$ cat config.mk
export PLATFORM = sky130hd
export DESIGN_NAME = reg_file_gen
export DESIGN_NICKNAME = d
export VERILOG_FILES = /design/src/rtl/reg_file_pkg.sv /design/src/rtl/reg_clr_seq.sv /design/src/rtl/reg_file_gen.sv
export SDC_FILE = /design/constraint.sdc
export NUM_CORES = 1
export LEC_CHECK = 0
export ABC_AREA = 1
export CORE_MARGIN = 5
export CORE_UTILIZATION = 30
export DETAILED_ROUTE_END_ITERATION = 12
export PLACE_DENSITY = 0.57
export SLEW_MARGIN = 10
export SYNTH_ARGS = -nofsm -noshare
export SYNTH_HDL_FRONTEND = slang
export SYNTH_SLANG_ARGS = --single-unit
$ cat constraint.sdc
create_clock -name clk -period 4 [get_ports clk]
set_input_delay 0.8 -clock clk [delete_from_list [all_inputs] [get_ports clk]]
set_output_delay 0.8 -clock clk [all_outputs]
set_load 0.01 [all_outputs]
$ cat src/rtl/reg_file_pkg.sv
`default_nettype none
// ============================================================================
//  Module      : reg_file_pkg
//  Description : Shared types and constants for the reg_file_gen register
//                file and its clear sequencer.
//  Revision    : 1.0 - initial release
// ============================================================================
package reg_file_pkg;

  // Default datapath geometry: 8-bit words, 8 entries
  localparam int DW_DEF  = 8;
  localparam int AW_DEF  = 3;

  // Address that decode drives onto wb_addr for R0 result writes
  localparam int R0_ADDR = 0;

  // Clear engine states
  typedef enum logic [0:0] {
    IDLE  = 1'b0,
    CLEAR = 1'b1
  } clr_state_t;

endpackage : reg_file_pkg
`default_nettype wire

$ cat src/rtl/reg_clr_seq.sv
`default_nettype none
// ============================================================================
//  Module      : reg_clr_seq
//  Description : Sequenced clear engine for reg_file_gen. Walks every entry
//                once (one per cycle), reports busy/done, gates the write
//                ports while running and flags writes it had to discard.
//  Revision    : 1.0 - initial release
// ============================================================================
module reg_clr_seq
  import reg_file_pkg::*;
#(
  parameter int AW = AW_DEF
) (
  input  logic          clk,
  input  logic          rst_n,
  input  logic          clr_req,
  input  logic          wr_req,
  output logic          clr_busy,
  output logic          clr_done,
  output logic          wr_drop,
  output logic          wr_gate,
  output logic          clr_we,
  output logic [AW-1:0] clr_addr
);

  // State encodings kept as plain vectors for legacy tool flows
  localparam logic [0:0]    c_st_idle  = IDLE;
  localparam logic [0:0]    c_st_clear = CLEAR;
  localparam logic [AW-1:0] c_last     = '1;

  logic [0:0]    r_state;
  logic [AW-1:0] r_cnt;
  logic          r_done;
  logic          r_drop;
  logic          w_clearing;
  logic          w_last;

  assign w_clearing = (r_state == c_st_clear);
  assign w_last     = (r_cnt == c_last);

  // FSM, entry counter and the registered done / drop indications
  always_ff @(posedge clk or negedge rst_n) begin
    if (!rst_n) begin
      r_state <= c_st_idle;
      r_cnt   <= '0;
      r_done  <= 1'b0;
      r_drop  <= 1'b0;
    end else begin
      r_done <= w_clearing && w_last;
      r_drop <= w_clearing && wr_req;
      if (w_clearing) begin
        // counter wraps naturally back to 0 after the last entry
        r_cnt <= r_cnt + 1'b1;
        if (w_last) begin
          r_state <= c_st_idle;
        end
      end else if (clr_req) begin
        r_state <= c_st_clear;
        r_cnt   <= '0;
      end
    end
  end

  assign clr_busy = w_clearing;
  assign clr_done = r_done;
  assign wr_drop  = r_drop;
  assign wr_gate  = ~w_clearing;
  assign clr_we   = w_clearing;
  assign clr_addr = r_cnt;

endmodule : reg_clr_seq
`default_nettype wire

$ cat src/rtl/reg_file_gen.sv
`default_nettype none
// ============================================================================
//  Module      : reg_file_gen
//  Description : Parametrised register file, 2 combinational read ports and
//                2 prioritised clocked write ports (A beats B on collision),
//                asynchronous reset and a sequenced clear engine.
//                Optional macro REG_FILE_BYPASS_EN: read ports forward
//                same-cycle accepted write data (A before B).
//  Revision    : 1.0 - initial release
// ============================================================================
module reg_file_gen
  import reg_file_pkg::*;
#(
  parameter int             DW      = DW_DEF,
  parameter int             AW      = AW_DEF,
  parameter logic [DW-1:0]  RST_VAL = '0
) (
  input  logic          clk,
  input  logic          rst_n,
  input  logic          wa_en,
  input  logic [AW-1:0] wa_addr,
  input  logic [DW-1:0] wa_data,
  input  logic          wb_en,
  input  logic [AW-1:0] wb_addr,
  input  logic [DW-1:0] wb_data,
  input  logic [AW-1:0] rd_addr_a,
  input  logic [AW-1:0] rd_addr_b,
  output logic [DW-1:0] rd_data_a,
  output logic [DW-1:0] rd_data_b,
  input  logic          clr_req,
  output logic          clr_busy,
  output logic          clr_done,
  output logic          wr_drop
);

  localparam int DEPTH = 2 ** AW;

  logic          w_wr_gate;
  logic          w_clr_we;
  logic [AW-1:0] w_clr_addr;
  logic [DW-1:0] w_core [DEPTH];

  reg_clr_seq #(
    .AW (AW)
  ) u_clr_seq (
    .clk      (clk),
    .rst_n    (rst_n),
    .clr_req  (clr_req),
    .wr_req   (wa_en | wb_en),
    .clr_busy (clr_busy),
    .clr_done (clr_done),
    .wr_drop  (wr_drop),
    .wr_gate  (w_wr_gate),
    .clr_we   (w_clr_we),
    .clr_addr (w_clr_addr)
  );

  // One storage word per entry with its own write decode
  for (genvar gi = 0; gi < DEPTH; gi++) begin : g_entry
    logic [DW-1:0] r_word;
    logic          w_hit_a;
    logic          w_hit_b;
    logic          w_hit_clr;

    assign w_hit_a   = w_wr_gate && wa_en && (wa_addr == AW'(gi));
    assign w_hit_b   = w_wr_gate && wb_en && (wb_addr == AW'(gi));
    assign w_hit_clr = w_clr_we && (w_clr_addr == AW'(gi));

    // Clear beats writes (writes are gated off while clearing anyway); A beats B
    always_ff @(posedge clk or negedge rst_n) begin
      if (!rst_n) begin
        r_word <= RST_VAL;
      end else if (w_hit_clr) begin
        r_word <= RST_VAL;
      end else if (w_hit_a) begin
        r_word <= wa_data;
      end else if (w_hit_b) begin
        r_word <= wb_data;
      end
    end

    assign w_core[gi] = r_word;
  end

`ifdef REG_FILE_BYPASS_EN
  // Read muxes with same-cycle forwarding; A is checked last so it wins
  always_comb begin
    rd_data_a = w_core[rd_addr_a];
    rd_data_b = w_core[rd_addr_b];
    if (w_wr_gate && wb_en && (wb_addr == rd_addr_a)) rd_data_a = wb_data;
    if (w_wr_gate && wa_en && (wa_addr == rd_addr_a)) rd_data_a = wa_data;
    if (w_wr_gate && wb_en && (wb_addr == rd_addr_b)) rd_data_b = wb_data;
    if (w_wr_gate && wa_en && (wa_addr == rd_addr_b)) rd_data_b = wa_data;
  end
`else
  // Plain array reads: new write data appears the cycle after the edge
  assign rd_data_a = w_core[rd_addr_a];
  assign rd_data_b = w_core[rd_addr_b];
`endif

endmodule : reg_file_gen
`default_nettype wire
# --- Word-level counts from Yosys, hierarchy flattened ---
# Index checks and enable logic that the tools add are counted.
# W data, S select, Z words.
word_totals:
  reg_bits: 70
  word_cells: 114
  input_bits: 33
classes:
  addsub: 1
  mux: 35
  n_lt_le_gt_ge: 2
  bitwise_logic: 4
  n_reduce_logical: 39
  eq_ne: 21
ops:
  columns: ["operator", "n"]
  rows:
  - ["$mux W8", 28]
  - ["$bmux W8 S3", 2]
  - ["$eq A3 B3 Y1 const B", 12]
  - ["$logic_and A1 B1 Y1", 27]
  - ["$reduce_bool A3 Y1", 8]
  - ["$eq A3 B2 Y1 const B", 6]
  - ["$eq A3 B1 Y1 const B", 3]
  - ["$logic_not A3 Y1", 3]
  - ["$ge A4 B4 Y1 const B", 2]
  - ["$not A3 Y4", 2]
  - ["$mux W3", 2]
  - ["$add A3 B1 Y3 const B", 1]
  - ["$mux W1", 3]
  - ["$reduce_bool A2 Y1", 1]
  - ["$not A1 Y1", 1]
  - ["$or A1 B1 Y1", 1]

# --- Longest topological paths before layout ---
# Gate-level depths: netlist of the first run.
logic_depth:
  depth_word: 6
  mapped_depth: 8

# --- Modules after synthesis ---
# Synthesis of the first run repeated with hierarchy kept, for this count alone.
unflattened:
  cells_unflattened: 808
  area_unflattened_um2: 5117.4
modules_own_cells:
  columns: ["module", "cells_per_inst", "instances", "seq_area_each_um2", "area_per_inst_um2"]
  rows:
  - ["reg_file_gen", 782, 1, 1601.5, 4868.4]
  - ["reg_clr_seq", 26, 1, 150.1, 249.0]

# --- Least setup slack after synthesis of the first run ---
# No wires, ideal clock.
synth_timing:
  path_type: "input-to-output"
  start: "input port rd_addr_b[0]"
  end: "output port rd_data_b[6]"
  arrival_ns: 1.633
  setup_slack_ns: 1.567
  cell_stages: 7
  cell_sequence: "buf_2 > inv_1 > buf_2 > nor2_1 > o21ai_0 > nand2_1 > nand2_1"
synth_between:
  elab_chain_cells: 4
synth_rtl:
  columns: ["item", "line_no", "rtl"]
  rows:
  - ["start: declaration", "reg_file_gen.sv:27", "input logic [AW-1:0] rd_addr_b,"]
  - ["$not A3 Y4 (not written as such)", "reg_file_gen.sv:98", "assign rd_data_b = w_core[rd_addr_b];"]
  - ["$bmux W8 S3", "reg_file_gen.sv:98", null]
  - ["$mux W8 (not written as such) (2 in series)", "reg_file_gen.sv:98", null]
  - ["end: declaration", "reg_file_gen.sv:29", "output logic [DW-1:0] rd_data_b,"]
# Every way passes these cells. The select of a mux whose other input is x is not followed.

# --- Worst setup path in the final report of the first run ---
layout_timing:
  start: "input port rd_addr_a[0]"
  end: "output port rd_data_a[7]"
layout_between:
  elab_chain_cells: 4
layout_rtl:
  columns: ["item", "line_no", "rtl"]
  rows:
  - ["start: declaration", "reg_file_gen.sv:26", "input logic [AW-1:0] rd_addr_a,"]
  - ["$not A3 Y4 (not written as such)", "reg_file_gen.sv:97", "assign rd_data_a = w_core[rd_addr_a];"]
  - ["$bmux W8 S3", "reg_file_gen.sv:97", null]
  - ["$mux W8 (not written as such) (2 in series)", "reg_file_gen.sv:97", null]
  - ["end: declaration", "reg_file_gen.sv:28", "output logic [DW-1:0] rd_data_a,"]
# Every way passes these cells. The select of a mux whose other input is x is not followed.

==> flow_summary.toml, run 1 <==
[clocking]
cts_repair_resize_count = 0
post_cts_buffers = 0
cts_hold_repair.buffers = 0
worstSkewPairLatency_ps = 350
cts-buffers-inserted = 9
clock_sink_count = 70
cts-htree-levels = 3
tritoncts = "yes"
clock_tree.root_cell = "sky130_fd_sc_hd__clkbuf_16"
clkTransAtPathRegs_ps = 50
maximum_root_to_sink_buffer_count = 2

[global_routing]
overflow = 0
global_route_total_usage_across_every_layer_pct = 18.3
grt_start_max_net_pins = 71
vias_in_the_first_global_route = 4949
antenna_found_initial = 0
grt_pass1_wl_um = 27800

[setup_path]
timing_worst_setup_path_type = "in2out"
crit_start = "rd_addr_a[0]"
critical_path_arrival_ps = 2750
critPathRequiredTime_ps = 3200
ff2ff_setup_slack_ps = 1870
cp-end-kind = "output port"
startpoint_type = "input pin"
crit_path_max_fanout = 48
worst_r2r_startpoint = "u_clr_seq.clr_busy$_DFF_PN0_"

[timing]
period_share_pct = 88.7
achievable_clock_frequency_mhz = 282
final_slew_viol_count = 0
setup_violations = 0
worst_setup_skew_after_layout_ps = 9.56
finalWorstPathRequiredPeriod_ps = 3550
setup_repair_after_global_routing_missed_its_margin = "no"
layout_setup_ws_ps = 452
finalSetupTns_ps = 0
timing_hold_violations_final = 0
worst_pin_slew_ps = 939
slew-limit-headroom_pct = 37.4

[logic_synthesis]
synthesis.area_um2 = 4920
synthMostInstantiatedCell = "sky130_fd_sc_hd__nand2_1"
asyncSetResetFlopFracSynth_pct = 100
synth_edf_count = 0
synthesis.yosys.warnings = 0
post-synth-top-area-cell = "sky130_fd_sc_hd__dfrtp_1"
synth.top_cells.by_area = "sky130_fd_sc_hd__dfrtp_1 (36%), sky130_fd_sc_hd__nand2_1 (20%), sky130_fd_sc_hd__o21ai_0 (11%)"
synth_seq_cells = 70
avgSynthCellArea_um2 = 6.34
ys_seq_area_share_pct = 35.6
synth_top_area_share_pct = 35.6
synth_cell_type_count = 23
synth_top_cells_by_count = "sky130_fd_sc_hd__nand2_1 (265), sky130_fd_sc_hd__o21ai_0 (110), sky130_fd_sc_hd__nor2_1 (83), sky130_fd_sc_hd__inv_1 (72), sky130_fd_sc_hd__dfrtp_1 (70)"
synth.net_count = 815
syn-instance-count = 776
ys_dominant_reg_cell = "sky130_fd_sc_hd__dfrtp_1"

[placement]
place.detailed.hpwl_um = 13600
global_placer_s_final_weighted_congestion = 0.936
io_buffer_count = 51
place_worst_setup_slack_ps = 440

[routing]
drt-wirelength-per-cell_um = 17.1
drt_pass1_iterations = 6
drt_iter0_drc = 470
detail_route.vias_per_cell = 5.01
routed_wire_length_um = 17700
drtAntennaViolNets = 0
post-route-drc-count = 0
detailroute.via_count = 5210

[min_path]
hold_path_class = "reg2reg"
timing.hold.worst.start = "g_entry[1].r_word[0]$_DFFE_PN0P_"

[power_and_ir_drop]
cellPowerDensity_nw_per_um2 = 576
p_leak_nw = 2.95
vdd_ir_drop_max_mv = 0.267

[finish]
final_net_count = 857
fill_cells = 1793
antennaDiodeCount = 0
syn2layout_area_growth_pct = 20.4
final_layout_size_suffix_gt1_share_pct = 5.35

[run_status]
outcome = "finished, final reports clean"

[floorplanning]
initial_core_util_pct = 30.8
die_area_um2 = 19100
chipHeight_um = 138
pin_count = 52
core-area_um2 = 16000
chipWidth_um = 138
rows = 46

[flow_run]
max_cap_viol_count = 0
-- metal layers --
layer	vias up	wire length [um]	track usage (%)
li1	2612	-	-
met1	2379	8740	26.5
met2	188	7390	26.8
met3	31	1150	4.31
met4	0	437	6.03
met5	-	0	0
-- worst max-delay path: stages --
cell	delay (ps)
sky130_fd_sc_hd__clkdlybuf4s50_1	480
sky130_fd_sc_hd__buf_4	370
sky130_fd_sc_hd__o21ai_0	150
sky130_fd_sc_hd__o21ai_0	240
sky130_fd_sc_hd__nand2_1	90
sky130_fd_sc_hd__nand2_1	70
sky130_fd_sc_hd__clkdlybuf4s50_1	540
-- final timing paths --
kind	endpoint	cells past startpoint
max in group asynchronous	g_entry[6].r_word[4]$_DFFE_PN0P_	1
worst max-delay path	rd_data_a[7]	7
worst min register to register	g_entry[1].r_word[0]$_DFFE_PN0P_	2
worst max register to register	g_entry[5].r_word[2]$_DFFE_PN0P_	8
min in group asynchronous	u_clr_seq.clr_addr[0]$_DFFE_PN0P_	1
worst min-delay path	g_entry[1].r_word[0]$_DFFE_PN0P_	2
-- power by group --
group          switching (W)  internal, W  leakage, nW
sequential          0.000294      0.00100        0.907
combinational       0.000802     0.000480         1.90
clock               0.000332     0.000503        0.141
-- cells by family after synthesis --
family,Yosys count,synth area share [%]
compound gates,176,18.9
fa+ha+maj,6,1.53
buf+inv,101,8.29
flops,70,35.6
simple gates,423,35.6
-- stage by stage --
step                hold slack [ps]  instances  area, um2  utilization, %  power [W]
finish                          488       1039       5930            37.0    0.00341
global placement                468       1023       5620            35.1    0.00256
floorplan                       442        776       4920               -    0.00204
global route                    511       1039       5930            37.0    0.00368
detailed placement              469       1023       5620            35.1    0.00258
CTS                             485       1039       5930            37.0    0.00342
-- placed cells by master, fill, tap and decap left out --
cell type,n
sky130_fd_sc_hd__nand2_2,5
sky130_fd_sc_hd__nand3_2,3
sky130_fd_sc_hd__nor2_2,8
sky130_fd_sc_hd__o21ai_0,110
sky130_fd_sc_hd__inv_6,1
sky130_fd_sc_hd__clkinv_4,1
sky130_fd_sc_hd__o21ai_1,4
sky130_fd_sc_hd__clkbuf_8,1
sky130_fd_sc_hd__dfrtp_1,70
sky130_fd_sc_hd__nand3b_1,2
sky130_fd_sc_hd__nand2_1,265
sky130_fd_sc_hd__nand3_1,35
sky130_fd_sc_hd__clkbuf_16,9
sky130_fd_sc_hd__nand4_1,19
sky130_fd_sc_hd__o22ai_1,1
sky130_fd_sc_hd__a21oi_1,41
sky130_fd_sc_hd__buf_4,7
sky130_fd_sc_hd__o211ai_1,20
sky130_fd_sc_hd__nor2_4,2
sky130_fd_sc_hd__inv_1,72
sky130_fd_sc_hd__clkinvlp_4,3
sky130_fd_sc_hd__clkdlybuf4s50_1,50
sky130_fd_sc_hd__nor2_1,83
sky130_fd_sc_hd__inv_2,3
sky130_fd_sc_hd__bufinv_16,1
sky130_fd_sc_hd__ha_1,6
sky130_fd_sc_hd__nor3_1,1
-- sequential cells by signal, summed over array words and instances (netlist names) --
name and cells:
u_clr_seq.clr_done 1, g_entry.r_word 64, u_clr_seq.clr_addr 3, u_clr_seq.clr_busy 1, u_clr_seq.wr_drop 1
-- layout make-up --
type                            instances  area, um2  share of cell area [%]
Sequential cell                        70       1750                    29.6
Multi-Input combinational cell        605       2760                    46.6
Tap cell                              216        270                    4.56
Timing Repair Buffer                   57        553                    9.33
Clock inverter                          6       70.1                    1.18
Clock buffer                           10        239                    4.03
Inverter                               75        282                    4.75
Note: power is estimated with default switching activity, not from simulation.
==> inputs of run 2 (changes only) <==
- CTS_CLUSTER_SIZE: unset -> 24
==> results of run 2 <==
Final layout, timing and power as in run 1 (identical DEF).
==> inputs of run 3 (changes only) <==
- ABC_CLOCK_PERIOD_IN_PS: unset -> 4000
- GPL_TIMING_DRIVEN: unset -> 0
==> run 3 against run 2 <==
Effect of this change: critical endpoint is now rd_data_a[1]; sequential cell count did not move; sequential power barely moved; cell count rose by 1.7%; combinational power rose by 4%; utilization rose by 0.27 points; die area did not move; total power fell by 1.4%.
==> flow_summary.toml, run 3 (same netlist as run 1, synthesis figures left out) <==
[run_status]
outcome = "finished, final reports clean"

[setup_path]
ff2ff_setup_slack_ps = 2210
timing.critical_path.cells = "clkdlybuf4s50_1 > inv_1 > clkbuf_1 > nor2_1 > o21ai_0 > nand2_1 > nand2_1 > clkdlybuf4s50_1"
critical_path_arrival_ps = 3010
critPathSlowestCell = "sky130_fd_sc_hd__clkdlybuf4s50_1"
timing_worst_setup_path_type = "in2out"
critPathBufInv = 4
rr_worst_depth = 6
path_delay_family = "buffers and inverters"
critPathRequiredTime_ps = 3200
cpPeakStageDelay_ps = 540
r2r-end = "g_entry[7].r_word[1]$_DFFE_PN0P_"
cp-end-kind = "output port"
startpoint_type = "input pin"
crit_path_max_fanout = 10
worst-path-stages = 8
worst_r2r_startpoint = "u_clr_seq.clr_addr[0]$_DFFE_PN0P_"

[routing]
detailroute.via_count = 5469
routed_wire_length_um = 18600
drt_iter0_drc = 591
detail_route.vias_per_cell = 5.17
drt_pass1_iterations = 5
drtAntennaViolNets = 0
drt-wirelength-per-cell_um = 17.6
post-route-drc-count = 0

[clocking]
clkTransAtPathRegs_ps = 60
clock_tree.root_cell = "sky130_fd_sc_hd__clkbuf_16"
tritoncts = "yes"
post_cts_buffers = 0
clock_sink_count = 70
cts_repair_resize_count = 0
worstSkewPairLatency_ps = 350
cts-htree-levels = 3
cts-buffers-inserted = 9
maximum_root_to_sink_buffer_count = 2
cts_hold_repair.buffers = 0

[timing]
setup_repair_after_global_routing_missed_its_margin = "no"
finalWorstPathRequiredPeriod_ps = 3810
timing_hold_violations_final = 0
period_share_pct = 95.4
final_slew_viol_count = 0
achievable_clock_frequency_mhz = 262
worst_pin_slew_ps = 622
worst_setup_skew_after_layout_ps = 9.11
layout_setup_ws_ps = 186
setup_violations = 0
slew-limit-headroom_pct = 58.5

[finish]
commonest_non_fill_non_tap_cells_in_the_layout = "sky130_fd_sc_hd__nand2_1 (265), sky130_fd_sc_hd__o21ai_0 (110), sky130_fd_sc_hd__nor2_1 (83), sky130_fd_sc_hd__inv_1 (72), sky130_fd_sc_hd__dfrtp_1 (70)"
final_area_um2 = 5970
layout.cells.most_common = "sky130_fd_sc_hd__nand2_1"
largest_register_ff_count = 64
final_layout_size_suffix_gt1_share_pct = 5.83
finalCoreUtilization_pct = 37.3
final_net_count = 875
final_cells = 1057
antennaDiodeCount = 0
largest_register = "g_entry.r_word"
syn2layout_area_growth_pct = 21.3

[floorplanning]
initial_core_util_pct = 30.8
pin_count = 52
chipWidth_um = 138
die_area_um2 = 19100
rows = 46
chipHeight_um = 138
core-area_um2 = 16000

[power_and_ir_drop]
switching_share_pct = 43.0
cellPowerDensity_nw_per_um2 = 564
p_leak_nw = 2.97
internal_power_w = 0.00192
pwr-share-comb_pct = 39.6
pwr-share-clk_pct = 22.2
vdd_ir_drop_max_mv = 0.271
netSwitchingPower_w = 0.00145
power_share_of_the_sequential_group_pct = 38.1

[global_routing]
global_route_total_usage_across_every_layer_pct = 19.2
grt_pass1_wl_um = 29000
vias_in_the_first_global_route = 5032
antenna_found_initial = 0
overflow = 0
grt_start_max_net_pins = 55

[placement]
post_dp_cell_area_um2 = 5700
io_buffer_count = 48
place_worst_setup_slack_ps = 252
placed_cells = 1041
global_placer_s_final_weighted_congestion = 0.961
place.detailed.hpwl_um = 14600

[min_path]
hold_path_class = "in2async"

[flow_run]
max_cap_viol_count = 0
run 3: cell types whose count changed in the layout (fill, tap and decap cells not counted), moves of 2 or more:
cell,previous run,this run
sky130_fd_sc_hd__clkbuf_1,0,16
sky130_fd_sc_hd__buf_2,0,8
sky130_fd_sc_hd__buf_4,7,2
sky130_fd_sc_hd__clkdlybuf4s50_1,50,47
sky130_fd_sc_hd__buf_6,0,2
run 3: worst max path at each step:
stage          slack (ps)         start                                to
2_1_floorplan        1570  rd_addr_b[0]                      rd_data_b[6]
3_3_place_gp         -470         rst_n  g_entry[7].r_word[0]$_DFFE_PN0P_
3_5_place_dp          250  rd_addr_a[0]                      rd_data_a[6]
4_1_cts               240  rd_addr_a[0]                      rd_data_a[6]
5_1_grt                80  rd_addr_a[0]                      rd_data_a[1]
6_report              190  rd_addr_a[0]                      rd_data_a[1]
run 3: routing by layer:
layer	global-route usage (%)	up-vias	part of all wire (%)
met3	3.97	37	8.0
li1	-	2650	-
met5	0	-	0
met2	28.6	257	43
met1	27.6	2525	47
met4	6.92	0	2.5
run 3: power groups by stage:
stage / registers [W] / logic (W) / clock network [W]
floorplan: 0.00117 / 0.000870 / 0
global placement: 0.00128 / 0.00131 / 0
detailed placement: 0.00128 / 0.00132 / 0
CTS: 0.00127 / 0.00133 / 0.000765
global route: 0.00132 / 0.00151 / 0.000790
finish: 0.00128 / 0.00133 / 0.000749
run 3: metrics by stage:
stage / hold slack [ps] / power, W / TNS (ps)
after detailed placement: 472 / 0.00261 / 0
after CTS: 333 / 0.00337 / 0
after global placement: 467 / 0.00258 / -32240
final: 326 / 0.00337 / 0
after global routing: 346 / 0.00362 / 0
after floorplan: 442 / 0.00204 / 0
run 3: cell type report:
type | instances | area [um2]
fill | 1808 | 10000
multi-input combinational | 605 | 2760
sequential | 70 | 1750
timing repair buffer | 49 | 505
inverter | 75 | 282
tap | 216 | 270
clock buffer | 10 | 229
buffer | 26 | 126
clock inverter | 6 | 45.0
